<file path="src/rtl/pipeline_hazard_ctrl_pkg.sv">
// Shared state encoding and register constants for the pipeline hazard sequencer.
package pipeline_hazard_ctrl_pkg;

   typedef enum logic [1:0] {
      RUN      = 2'd0,
      MEM_WAIT = 2'd1,
      HALT     = 2'd2
   } state_t;

   localparam logic [4:0] REG_ZERO = 5'd0;

endpackage

</file>
<file path="src/rtl/pipeline_hazard_ctrl_hazard_detect.sv">
// Load-use comparator: flags an IF_ID reader of the load destination in ID_EX.
// Purely combinational, zero latency, no backpressure of its own.
module pipeline_hazard_ctrl_hazard_detect
   import pipeline_hazard_ctrl_pkg::*;
(
   input  logic       i_idExMemRead,
   input  logic [4:0] i_idExRt,
   input  logic [4:0] i_ifIdRs,
   input  logic [4:0] i_ifIdRt,
   input  logic       i_ifIdUsesRt,
   output logic       o_loadUse
);

   // $zero never carries a real dependency, so a load into it cannot stall.
   assign o_loadUse = i_idExMemRead & (i_idExRt != REG_ZERO) &
                      ((i_idExRt == i_ifIdRs) | (i_ifIdUsesRt & (i_idExRt == i_ifIdRt)));

endmodule

</file>
<file path="src/rtl/pipeline_hazard_ctrl.sv">
// Stall/flush sequencer for the 5-stage pipeline: Mealy enables/flushes, zero latency.
// Data-memory backpressure via req/ready freezes every stage; a stuck access halts until reset.
module pipeline_hazard_ctrl
   import pipeline_hazard_ctrl_pkg::*;
#(
   parameter int WAIT_MAX = 16,
   parameter int CNT_W    = 32
)(
   input  logic             i_clk,
   input  logic             i_reset,
   input  logic             i_idExMemRead,
   input  logic [4:0]       i_idExRt,
   input  logic [4:0]       i_ifIdRs,
   input  logic [4:0]       i_ifIdRt,
   input  logic             i_ifIdUsesRt,
   input  logic             i_branchTaken,
   input  logic             i_exMemAccess,
   input  logic             i_dmemReady,
   output logic             o_dmemReq,
   output logic             o_pcWrite,
   output logic             o_ifIdWrite,
   output logic             o_idExWrite,
   output logic             o_exMemWrite,
   output logic             o_memWbWrite,
   output logic             o_ifIdFlush,
   output logic             o_idExFlush,
   output logic             o_exMemFlush,
   output logic             o_memTimeout,
   output logic [CNT_W-1:0] o_stallCount
);

   localparam logic [7:0] WAIT_MAX_C = WAIT_MAX[7:0];

   state_t           r_state;
   state_t           w_next_state;
   logic [7:0]       r_wait_cnt;
   logic [7:0]       w_next_wait_cnt;
   logic             r_mem_timeout;
   logic             w_timeout_set;
   logic [CNT_W-1:0] r_stall_cnt;
   logic             w_load_use;
   logic             w_advance;

   pipeline_hazard_ctrl_hazard_detect u_hazard_detect (
      .i_idExMemRead (i_idExMemRead),
      .i_idExRt      (i_idExRt),
      .i_ifIdRs      (i_ifIdRs),
      .i_ifIdRt      (i_ifIdRt),
      .i_ifIdUsesRt  (i_ifIdUsesRt),
      .o_loadUse     (w_load_use)
   );

   assign w_advance = ((r_state == RUN) & (~i_exMemAccess | i_dmemReady)) |
                      ((r_state == MEM_WAIT) & i_dmemReady);

   always_comb begin
      w_next_state    = r_state;
      w_next_wait_cnt = r_wait_cnt;
      w_timeout_set   = 1'b0;
      o_dmemReq       = 1'b0;
      o_pcWrite       = 1'b0;
      o_ifIdWrite     = 1'b0;
      o_idExWrite     = 1'b0;
      o_exMemWrite    = 1'b0;
      o_memWbWrite    = 1'b0;
      o_ifIdFlush     = 1'b0;
      o_idExFlush     = 1'b0;
      o_exMemFlush    = 1'b0;
      if (!i_reset) begin
         case (r_state)
            RUN: begin
               o_dmemReq = i_exMemAccess;
               if (!w_advance) begin
                  w_next_state    = MEM_WAIT;
                  w_next_wait_cnt = 8'd1;
               end
            end
            MEM_WAIT: begin
               o_dmemReq = i_exMemAccess;
               if (i_dmemReady) begin
                  w_next_state    = RUN;
                  w_next_wait_cnt = 8'd0;
               end else if (r_wait_cnt == WAIT_MAX_C) begin
                  w_next_state  = HALT;
                  w_timeout_set = 1'b1;
               end else begin
                  w_next_wait_cnt = r_wait_cnt + 8'd1;
               end
            end
            default: ;
         endcase
         // A taken branch squashes the younger load-use pair, so it wins.
         if (w_advance) begin
            o_idExWrite  = 1'b1;
            o_exMemWrite = 1'b1;
            o_memWbWrite = 1'b1;
            if (i_branchTaken) begin
               o_pcWrite    = 1'b1;
               o_ifIdWrite  = 1'b1;
               o_ifIdFlush  = 1'b1;
               o_idExFlush  = 1'b1;
               o_exMemFlush = 1'b1;
            end else if (w_load_use) begin
               o_idExFlush = 1'b1;
            end else begin
               o_pcWrite   = 1'b1;
               o_ifIdWrite = 1'b1;
            end
         end
      end
   end

   always_ff @(posedge i_clk) begin
      if (i_reset) begin
         r_state       <= RUN;
         r_wait_cnt    <= 8'd0;
         r_mem_timeout <= 1'b0;
         r_stall_cnt   <= '0;
      end else begin
         r_state    <= w_next_state;
         r_wait_cnt <= w_next_wait_cnt;
         if (w_timeout_set) begin
            r_mem_timeout <= 1'b1;
         end
         if (!o_pcWrite && (r_stall_cnt != {CNT_W{1'b1}})) begin
            r_stall_cnt <= r_stall_cnt + CNT_W'(1);
         end
      end
   end

   assign o_memTimeout = r_mem_timeout;
   assign o_stallCount = r_stall_cnt;

endmodule

</file>
<file path="config.mk">
export PLATFORM = sky130hd
export DESIGN_NAME = pipeline_hazard_ctrl
export DESIGN_NICKNAME = d
export VERILOG_FILES = /design/src/rtl/pipeline_hazard_ctrl_pkg.sv /design/src/rtl/pipeline_hazard_ctrl_hazard_detect.sv /design/src/rtl/pipeline_hazard_ctrl.sv
export SDC_FILE = /design/constraint.sdc
export NUM_CORES = 1
export LEC_CHECK = 0
export BUFFER_PORTS_ARGS = -buffer_cell sky130_fd_sc_hd__buf_2
export CORE_ASPECT_RATIO = 1.2
export CORE_MARGIN = 4
export CORE_UTILIZATION = 52
export CTS_CLUSTER_DIAMETER = 30
export DETAILED_ROUTE_END_ITERATION = 16
export GPL_TIMING_DRIVEN = 0
export PLACE_DENSITY = 0.79
export SLEW_MARGIN = 20
export SYNTH_ARGS = -nofsm -noshare
export SYNTH_HDL_FRONTEND = slang
export SYNTH_SLANG_ARGS = --single-unit
export TNS_END_PERCENT = 50
</file>
<file path="constraint.sdc">
create_clock -name i_clk -period 3 [get_ports i_clk]
set_input_delay 0.9 -clock i_clk [delete_from_list [all_inputs] [get_ports i_clk]]
set_output_delay 0.9 -clock i_clk [all_outputs]
set_load 0.05 [all_outputs]
</file>
==> impl_metrics.json, run 1 <==
{
  "outcome": "finished with violations",
  "violations": "setup timing",
  "grt_use_total_pct": 21.5,
  "vdd_drop_max_v": 0.000351,
  "filler_cell_count": 359,
  "required_ns": 2.10,
  "synth_warnings": 0,
  "cts_made_buffers": 5,
  "startpoint_type": "input pin",
  "ys_seq_area_share_pct": 36.2,
  "hold_viol": 0,
  "arrival_ns": 2.20,
  "die_h_microns": 82.1,
  "diodes": 0,
  "wl_per_cell_microns": 14.2,
  "syn_area_sq_um": 2380,
  "synth.avg_cell_area_sq_um": 8.18,
  "setup_violations": 3,
  "final_common_cell": "buf_2",
  "finalClockSkew_ns": 0.0101,
  "via_per_inst": 5.71,
  "ios": 64,
  "dr.pass1.iters": 4,
  "finalCritPeriodShare_pct": 103,
  "cts_max_level": 2,
  "num_vias": 2411,
  "reg2reg_setup_slack_ns": 0.64,
  "synth_cells": 291,
  "fin_ws_ns": -0.103,
  "io_buffers": 62,
  "fp.dieW_microns": 69.8,
  "rsz0062_at_grt": "yes",
  "max_clock_freq_ghz": 0.322,
  "slew_violations": 0,
  "drive_gt1_share_pct": 28.1,
  "hold_class": "register to register",
  "dieArea_sq_um": 5730,
  "place_congestion": 0.762,
  "placed_cell_area_sq_um": 2770,
  "cts_tree": "done",
  "p_leak_nw": 1.16,
  "fin_total_pwr_mw": 1.15,
  "cts_hold_buffers": 0,
  "core_sq_um": 4330,
  "fin_crit_ns": 3.10,
  "grt-ovfl-total": 0,
  "place_hpwl_microns": 4380,
  "cap_violations": 0,
  "dpl.cell_count": 409,
  "wl_microns": 6010,
  "drtIter0Drc": 131,
  "critPathCaptureType": "output port",
  "start_util_pct": 55.0,
  "seq_area_sq_um": 861,
  "final_nets": 390,
  "slew_headroom_pct": 62.2,
  "fin_cells": 422,
  "grt_max_degree": 14,
  "syn_nets": 316,
  "most-common-layout-cells": "buf_2, dfxtp_1, nor2_1, a21oi_1, nand2_1",
  "critPathMaxFanout": 3,
  "drc_errors": 0,
  "drtAntennaViolNets": 0,
  "rows": 26,
  "grt_pass1_vias": 2162,
  "antenna_found_initial": 0,
  "clk_path_buf_depth": 2,
  "reg2regPathDepth": 9,
  "ys_types": 43,
  "finalInstanceArea_sq_um": 2980,
  "hold_depth": 2,
  "cts_root_buf": "clkbuf_8",
  "tightest_slew_ns": 0.559,
  "crit_type": "input pin to output port",
  "multi_input_area_sq_um": 1450,
  "ys_seq_elements": 43,
  "clock_sinks": 43,
  "clk_pin_slew_worst_paths_ns": 0.08,
  "powerDensity_nw_per_um2": 386,
  "area_growth_syn_to_layout_pct": 25.2,
  "clkLatencyLatePin_ns": 0.30,
  "grt_pass1_wl_microns": 10000
}
-- layer usage --
metal	track usage [%]	wire length [microns]	vias to the layer above
met4	6.70	77	0
li1	-	-	1206
met5	0	0	-
met1	25.9	2520	1122
met3	4.72	364	6
met2	38.6	3050	77
-- flip-flops by register name, summed over array words and instances, names as in the netlist --
signal,count
o_memTimeout,1
o_stallCount,32
r_state,2
r_wait_cnt,8
-- synth_stat cells, drive strengths merged --
cell     n  area (sq um)
dfxtp   43           861
nor2    36           135
a21oi   25           125
o21ai   15          75.1
nand2   14          52.6
nand4   14          93.8
or3     13          81.3
nand3   12          72.6
or4     11          82.6
xor2    11          96.3
o31ai   10          75.1
inv      9          33.8
buf      8          55.1
clkbuf   8          30.0
mux2     8          90.1
nor2b    8          50.1
nor4     8          65.1
xnor2    7          61.3
nor3     6          30.0
and3     3          18.8
ha       3          37.5
and2     2          12.5
and4     2          17.5
mux2i    2          20.0
nor3b    2          15.0
o21bai   2          15.0
a211oi   1          7.51
a221o    1          11.3
a22oi    1          12.5
a41oi    1          8.76
nand2b   1          6.26
nand4b   1          8.76
nor4b    1          8.76
o31a     1          8.76
or2      1          6.26
-- worst paths after layout --
kind	from	end
max	i_ifIdRt[2]	o_pcWrite
min	o_memTimeout	o_memTimeout
max reg2reg	o_stallCount[0]	o_stallCount[1]
min reg2reg	o_memTimeout	o_memTimeout
-- per-stage QoR --
step	hold slack [ns]	setup slack, ns	TNS, ns	util [%]
3_3_place_gp	0.454	-0.255	-0.518	64.0
6_report	0.471	-0.103	-0.185	68.9
4_1_cts	0.485	-0.121	-0.253	67.9
5_1_grt	0.514	-0.160	-0.363	68.9
2_1_floorplan	0.484	-0.150	-0.294	-
3_5_place_dp	0.465	-0.264	-0.535	64.0
-- cell type report --
type                       count  share of cell area (%)
tap                           56                    2.35
multi-input combinational    223                    48.7
sequential                    43                    28.9
clock buffer                   6                    2.43
clock inverter                 2                   0.420
buffer                        16                    2.98
inverter                       9                    1.13
timing repair buffer          67                    13.1
-- logic make-up after synthesis --
kind of cell / after synthesis / synth area share [%]
AO/OA/AOI/OAI: 57 / 14.2
XOR/XNOR: 18 / 6.62
adder cells (fa/ha/maj): 3 / 1.58
buffers and inverters: 25 / 4.99
flip-flops: 43 / 36.2
multiplexers: 10 / 4.62
AND/OR/NAND/NOR: 135 / 31.8
-- power by group --
group / switching (mW) / leakage, nW / internal (mW) / total [mW]
Clock: 0.201 / 0.0412 / 0.163 / 0.363
Combinational: 0.129 / 0.770 / 0.0717 / 0.201
Sequential: 0.0100 / 0.347 / 0.577 / 0.587
Total: 0.339 / 1.16 / 0.812 / 1.15
-- what timing repair did --
item | in CTS | in global routing
pin swaps | 5 | 7
gates resized for setup | 14 | 8
setup buffers | 3 | 2
endpoints found under the setup margin | 3 | 3
-- worst max-delay path: stages --
cell     delay [ns]
buf_6          0.10
xor2_2         0.18
nor4_4         0.31
a22oi_2        0.10
o31a_4         0.36
buf_6          0.12
buf_8          0.14
(Power assumes the default switching activity.)
==> run 2, diff against run 1 <==
--- a/config.mk
+++ b/config.mk
@@ -5,15 +5,16 @@
 export SDC_FILE = /design/constraint.sdc
 export NUM_CORES = 1
 export LEC_CHECK = 0
+export ABC_AREA = 1
 export BUFFER_PORTS_ARGS = -buffer_cell sky130_fd_sc_hd__buf_2
 export CORE_ASPECT_RATIO = 1.2
 export CORE_MARGIN = 4
-export CORE_UTILIZATION = 52
+export CORE_UTILIZATION = 60
 export CTS_CLUSTER_DIAMETER = 30
 export DETAILED_ROUTE_END_ITERATION = 16
 export GPL_TIMING_DRIVEN = 0
-export PLACE_DENSITY = 0.79
-export SLEW_MARGIN = 20
+export PLACE_DENSITY = 0.86
+export SLEW_MARGIN = 10
 export SYNTH_ARGS = -nofsm -noshare
 export SYNTH_HDL_FRONTEND = slang
 export SYNTH_SLANG_ARGS = --single-unit
==> constraint.sdc (replaced) <==
create_clock -name i_clk -period 3.9 [get_ports i_clk]
set_input_delay 1.17 -clock i_clk [delete_from_list [all_inputs] [get_ports i_clk]]
set_output_delay 1.17 -clock i_clk [all_outputs]
set_load 0.05 [all_outputs]
==> run 2 against run 1 <==
Compared with the run above: the flow now finishes without violations; sequential cell count unchanged; utilization increased by 3.2 points; global-route usage increased by 6.5 points; first-iteration DRC count increased by 44%; register-to-register slack improved by 0.98 ns; sequential power decreased by 24%; critical endpoint unchanged; largest power group unchanged.
==> impl_metrics.json, run 2 <==
{
  "hold_class": "register to register",
  "wl_microns": 8630,
  "synth_top_family_by_area": "simple AND/OR/NAND/NOR gates",
  "hold_path_startpoint": "o_memTimeout",
  "synth_common_cells": "nand2_1, nor2_1, dfxtp_1, nand4_1, inv_1",
  "cts_max_level": 2,
  "clkLatencyLatePin_ns": 0.31,
  "critPathMaxStageDelay_ns": 0.31,
  "io_buffers": 61,
  "outcome": "finished, final reports clean",
  "vdd_drop_max_v": 0.000175,
  "ys_seq_area_share_pct": 27.8,
  "finalCritPeriodShare_pct": 96.1,
  "clk_pin_slew_worst_paths_ns": 0.08,
  "reg2reg_to": "o_stallCount[7]",
  "startpoint_type": "input pin",
  "synth-adder-area-share_pct": 1.21,
  "ios": 64,
  "multi_input_area_sq_um": 1980,
  "crit_type": "input pin to output port",
  "yosysMostFrequentCell": "nand2_1",
  "synth.avg_cell_area_sq_um": 6.16,
  "start_util_pct": 62.2,
  "synth_top_area_share_pct": 27.8,
  "filler_cell_count": 430,
  "num_vias": 3531,
  "diodes": 0,
  "reg2reg_setup_slack_ns": 1.62,
  "place_congestion": 0.969,
  "clk_path_buf_depth": 2,
  "hold_depth": 2,
  "powerDensity_nw_per_um2": 250,
  "place_hpwl_microns": 6680,
  "max_clock_freq_ghz": 0.267,
  "fin_total_pwr_mw": 0.897,
  "dpl.cell_count": 623,
  "synth_area_leaders": "dfxtp_1, nand2_1, nor2_1",
  "synthSimpleGateAreaFrac_pct": 47.4,
  "ctsResizeCount": 0,
  "dieArea_sq_um": 6370,
  "fin_cells": 631,
  "via_per_inst": 5.60,
  "yosys.area.top_type": "dfxtp_1",
  "muxShareOfSynthArea_pct": 0,
  "grt-ovfl-total": 0,
  "synth_warnings": 0,
  "ys.flop_type": "dfxtp_1",
  "drtIter0Drc": 188,
  "final_core_util_pct": 72.1,
  "synth-xor-area-share_pct": 5.38,
  "cts_root_buf": "clkbuf_8",
  "finalClockSkew_ns": 0.00995,
  "core_sq_um": 4970,
  "ys_async_sr_fraction_pct": 0,
  "crit_slowest_cell": "a22oi_2",
  "rsz0062_at_grt": "no",
  "required_ns": 2.73,
  "drc_errors": 0,
  "dr.pass1.iters": 4,
  "grt_pass1_vias": 3290,
  "ys_types": 28,
  "syn_area_sq_um": 3090,
  "critPathCaptureType": "output port",
  "largest_register_ffs": 32,
  "setup_violations": 0,
  "crit_chain": "buf_2, a22oi_2, nor2_4, nand2_2, buf_2, nand2_2, buf_4, buf_4",
  "reg2regPathDepth": 9,
  "synth_edf_count": 0,
  "critPathMaxFanout": 10,
  "synth_compound_area_share_pct": 9.39,
  "cts_tree": "done",
  "rows": 28,
  "syn_nets": 527,
  "finalInstanceArea_sq_um": 3590,
  "antenna_found_initial": 0,
  "final_common_cell": "nand2_1",
  "cap_violations": 0,
  "synth_cells": 502,
  "post_cts_buffers": 0,
  "hold_viol": 0,
  "slew_headroom_pct": 55.2,
  "grt_pass1_wl_microns": 14400,
  "cts_hold_buffers": 0,
  "final_nets": 595,
  "cts_made_buffers": 5,
  "wl_per_cell_microns": 13.7,
  "r2r-start": "o_stallCount[0]",
  "drive_gt1_share_pct": 20.5,
  "seq_area_sq_um": 861,
  "drtAntennaViolNets": 0,
  "ys_seq_elements": 43,
  "arrival_ns": 2.58,
  "grt_use_total_pct": 28.0,
  "clock_sinks": 43,
  "slew_violations": 0,
  "p_leak_nw": 1.48,
  "most-common-layout-cells": "nand2_1, nor2_1, buf_2, dfxtp_1, nand4_1",
  "die_h_microns": 86.7,
  "fin_crit_ns": 3.75,
  "fp.dieW_microns": 73.5,
  "tightest_slew_ns": 0.672,
  "grt_max_degree": 14,
  "placed_cell_area_sq_um": 3490,
  "hold-path-endpoint": "o_memTimeout",
  "area_growth_syn_to_layout_pct": 16.0
}
-- run 2: cell types whose count changed in the layout (fill, tap and decap cells not counted), sizes merged, moves of 8 or more --
cell / change
nand2: +169
nor2: +34
inv: +28
nand4: +25
a21oi: +16
nand3b: +14
or3: -13
or4: -11
o21ai: -10
o31ai: -9
mux2: -8
nor2b: -8
-- run 2: how the worst max path moves through the flow --
stage                      from  cells past startpoint  slack (ns)     endpoint
floorplan           i_idExRt[0]                      8       -0.04  o_idExFlush
global placement    i_dmemReady                      8        0.06  o_ifIdFlush
detailed placement  i_dmemReady                      8        0.03  o_ifIdFlush
CTS                 i_dmemReady                      8        0.03  o_ifIdFlush
global route        i_idExRt[2]                     13        0.03    o_pcWrite
finish              i_dmemReady                      8        0.15    o_pcWrite
-- run 2: area by class of cell --
class | instances | share of cell area (%)
plain buffers | 22 | 3.66
clock buffers | 6 | 2.02
clock inverters | 2 | 0.349
inverters | 38 | 4.08
multi-input cells | 399 | 55.2
flip-flops and latches | 43 | 24.0
well taps | 60 | 2.09
repair buffers | 61 | 8.58
-- run 2: worst max-delay path, delay by kind of cell --
family | cells | cell delay (ns)
compound gates | 1 | 0.31
simple gates | 3 | 0.36
buf+inv | 4 | 0.73
-- run 2: logic make-up (layout without fill, tap and decap cells) --
logic type / Yosys count / after routing
xor gates and xnor gates: 19 / 19
buffers and inverters: 60 / 129
and+or+nand+nor: 328 / 328
adders and majority gates: 3 / 3
AOI/OAI and AO/OA: 49 / 49
DFF: 43 / 43
-- run 2: report_power, final --
| part | switching [mW] | internal, mW |
|---|---|---|
| registers | 0.00627 | 0.443 |
| clock network | 0.161 | 0.125 |
| logic | 0.114 | 0.0474 |
| total | 0.281 | 0.616 |
-- run 2: per-stage QoR --
stage	TNS (ns)	hold WS (ns)	setup WS (ns)
after floorplan	-0.0374	0.452	-0.0374
after global placement	0	0.438	0.0616
after detailed placement	0	0.447	0.0303
after CTS	0	0.462	0.0273
after global routing	0	0.491	0.0293
final	0	0.457	0.152
-- run 2: per-layer routing --
| metal | up-vias | GRT usage, % | routed length [microns] |
|---|---|---|---|
| li1 | 1765 | - | - |
| met1 | 1615 | 32.1 | 3580 |
| met2 | 127 | 49.7 | 4220 |
| met3 | 24 | 5.22 | 545 |
| met4 | 0 | 12.2 | 273 |
| met5 | - | 0 | 0 |
==> run 3, diff against run 2 <==
--- a/config.mk
+++ b/config.mk
@@ -7,13 +7,14 @@
 export LEC_CHECK = 0
 export ABC_AREA = 1
 export BUFFER_PORTS_ARGS = -buffer_cell sky130_fd_sc_hd__buf_2
-export CORE_ASPECT_RATIO = 1.2
+export CORE_ASPECT_RATIO = 0.6
 export CORE_MARGIN = 4
 export CORE_UTILIZATION = 60
 export CTS_CLUSTER_DIAMETER = 30
 export DETAILED_ROUTE_END_ITERATION = 16
 export GPL_TIMING_DRIVEN = 0
 export PLACE_DENSITY = 0.86
+export RECOVER_POWER = 25
 export SLEW_MARGIN = 10
 export SYNTH_ARGS = -nofsm -noshare
 export SYNTH_HDL_FRONTEND = slang
==> run 3 against run 2 <==
Compared with the run above: final cell count is 0.48% higher; routed wire length up 8.4%; highest routed layer unchanged; combinational power about the same; sequential cell count unchanged; clock-buffer cell count decreased by 1; die area is 0.52% higher; global-route usage increased by 1.2 points.
==> impl_metrics.json, run 3 (same netlist as run 2, synthesis figures left out) <==
{
  "outcome": "finished, final reports clean",
  "grt_max_degree": 15,
  "reg2reg_setup_slack_ns": 1.07,
  "path_delay_family": "buffers and inverters",
  "largest_register_ffs": 32,
  "critPathMaxFanout": 10,
  "fin_ws_ns": 0.114,
  "cap_violations": 0,
  "hold_depth": 2,
  "post_cts_buffers": 0,
  "cp_num_buf_inv": 5,
  "fp.dieW_microns": 101,
  "place_congestion": 1.01,
  "wl_per_cell_microns": 14.8,
  "drtAntennaViolNets": 0,
  "grt_pass1_vias": 3207,
  "finalClockSkew_ns": 0.0152,
  "dr.pass1.iters": 7,
  "drc_errors": 0,
  "clock_sinks": 43,
  "r2r-start": "o_stallCount[0]",
  "startpoint_type": "input pin",
  "grt_use_total_pct": 29.2,
  "hold-path-endpoint": "o_memTimeout",
  "diodes": 0,
  "hold_viol": 0,
  "io_buffers": 61,
  "p_leak_nw": 1.46,
  "cts_root_buf": "clkbuf_8",
  "vdd_drop_max_v": 0.000215,
  "finalCritPeriodShare_pct": 97.1,
  "drtIter0Drc": 392,
  "fin_crit_ns": 3.79,
  "most-common-layout-cells": "nand2_1, nor2_1, buf_2, dfxtp_1, nand4_1",
  "powerDensity_nw_per_um2": 271,
  "slew_headroom_pct": 51.4,
  "arrival_ns": 2.62,
  "die_h_microns": 63.6,
  "area_growth_syn_to_layout_pct": 16.3,
  "cts_hold_buffers": 0,
  "ios": 64,
  "clk_pin_slew_worst_paths_ns": 0.08,
  "final_common_cell": "nand2_1",
  "grt_pass1_wl_microns": 15200,
  "rsz0062_at_grt": "no",
  "max_clock_freq_ghz": 0.264,
  "required_ns": 2.73,
  "via_per_inst": 5.83,
  "critPathCaptureType": "output port",
  "wl_microns": 9350,
  "reg2reg_to": "o_stallCount[15]",
  "clk_path_buf_depth": 2,
  "cts_max_level": 2,
  "crit_type": "input pin to output port",
  "critPathMaxStageDelay_ns": 0.29,
  "drive_gt1_share_pct": 19.1,
  "setup_tns_ns": 0,
  "slew_violations": 0,
  "grt-ovfl-total": 0,
  "hold_class": "register to register",
  "crit_slowest_cell": "a22oi_2",
  "antenna_found_initial": 0,
  "core_sq_um": 4780,
  "reg2regPathDepth": 9,
  "cts_tree": "done",
  "clkLatencyLatePin_ns": 0.31,
  "place_hpwl_microns": 7210,
  "hold_path_startpoint": "o_memTimeout",
  "start_util_pct": 64.7,
  "rows": 19,
  "dieArea_sq_um": 6410,
  "tightest_slew_ns": 0.729,
  "setup_violations": 0,
  "cts_made_buffers": 5,
  "final_nets": 595,
  "num_vias": 3697,
  "post-place-ws_ns": -0.0114,
  "crit_chain": "buf_2, a22oi_2, nor2_4, nand2_2, buf_4, clkinvlp_4, buf_4, buf_2"
}
[run 3: cell types whose count changed in the layout (fill, tap and decap cells not counted), sizes merged]
cell | previous run | this run
buf | 75 | 65
bufinv | 0 | 1
clkbuf | 14 | 23
clkinv | 1 | 2
clkinvlp | 2 | 1
[run 3: worst max-delay path by stage]
stage                 from          end  slack, ns  depth (start not counted)
2_1_floorplan  i_idExRt[0]  o_idExFlush      -0.04                          8
3_3_place_gp       i_reset  o_ifIdFlush      0.002                          7
3_5_place_dp       i_reset  o_ifIdFlush      -0.01                          7
4_1_cts        i_dmemReady  o_ifIdFlush       0.01                          8
5_1_grt        i_idExRt[0]    o_pcWrite       0.01                         11
6_report       i_dmemReady  o_ifIdFlush       0.11                          8
[run 3: cell type report]
cell class / count / area, sq um
fill: 393 / 1180
clock buffer: 5 / 68.8
sequential: 43 / 861
multi-input combinational: 399 / 1970
timing repair buffer: 61 / 294
tap: 63 / 78.8
clock inverter: 3 / 43.8
inverter: 38 / 146
buffer: 22 / 135
[run 3: per-layer routing]
metal / share of wire [%] / global-route usage, %
met1: 47 / 44.3
met2: 38 / 40.0
met3: 14 / 8.71
met4: 1.2 / 6.05
met5: 0 / 0
[run 3: worst reg2reg max path, cell delays in order (launching register included)]
cell and delay (ns):
dfxtp_1 0.52, ha_1 0.37, nand2_2 0.10, nor2_1 0.49, nand4_1 0.24, nor2_1 0.23, nand3_2 0.19, clkbuf_1 0.30
nand4_1 0.19, a21oi_2 0.07
[run 3: power breakdown]
group	switching, mW	internal (mW)	total (mW)
logic	0.114	0.0469	0.161
registers	0.00647	0.443	0.450
clock network	0.172	0.191	0.363
total	0.293	0.681	0.974
[run 3: timing repair]
action	CTS	global route
pin swaps	0	1
setup endpoints to repair	1	4
gates resized for setup	1	3
[run 3: per-stage QoR]
stage | instances | instance area (sq um) | hold slack, ns | util [%] | power, mW
2_1_floorplan | 502 | 3110 | 0.452 | - | 0.574
3_3_place_gp | 626 | 3500 | 0.434 | 73.2 | 0.613
3_5_place_dp | 626 | 3500 | 0.442 | 73.2 | 0.617
4_1_cts | 634 | 3610 | 0.453 | 75.5 | 0.965
5_1_grt | 634 | 3600 | 0.480 | 75.3 | 1.01
6_report | 634 | 3600 | 0.453 | 75.3 | 0.974
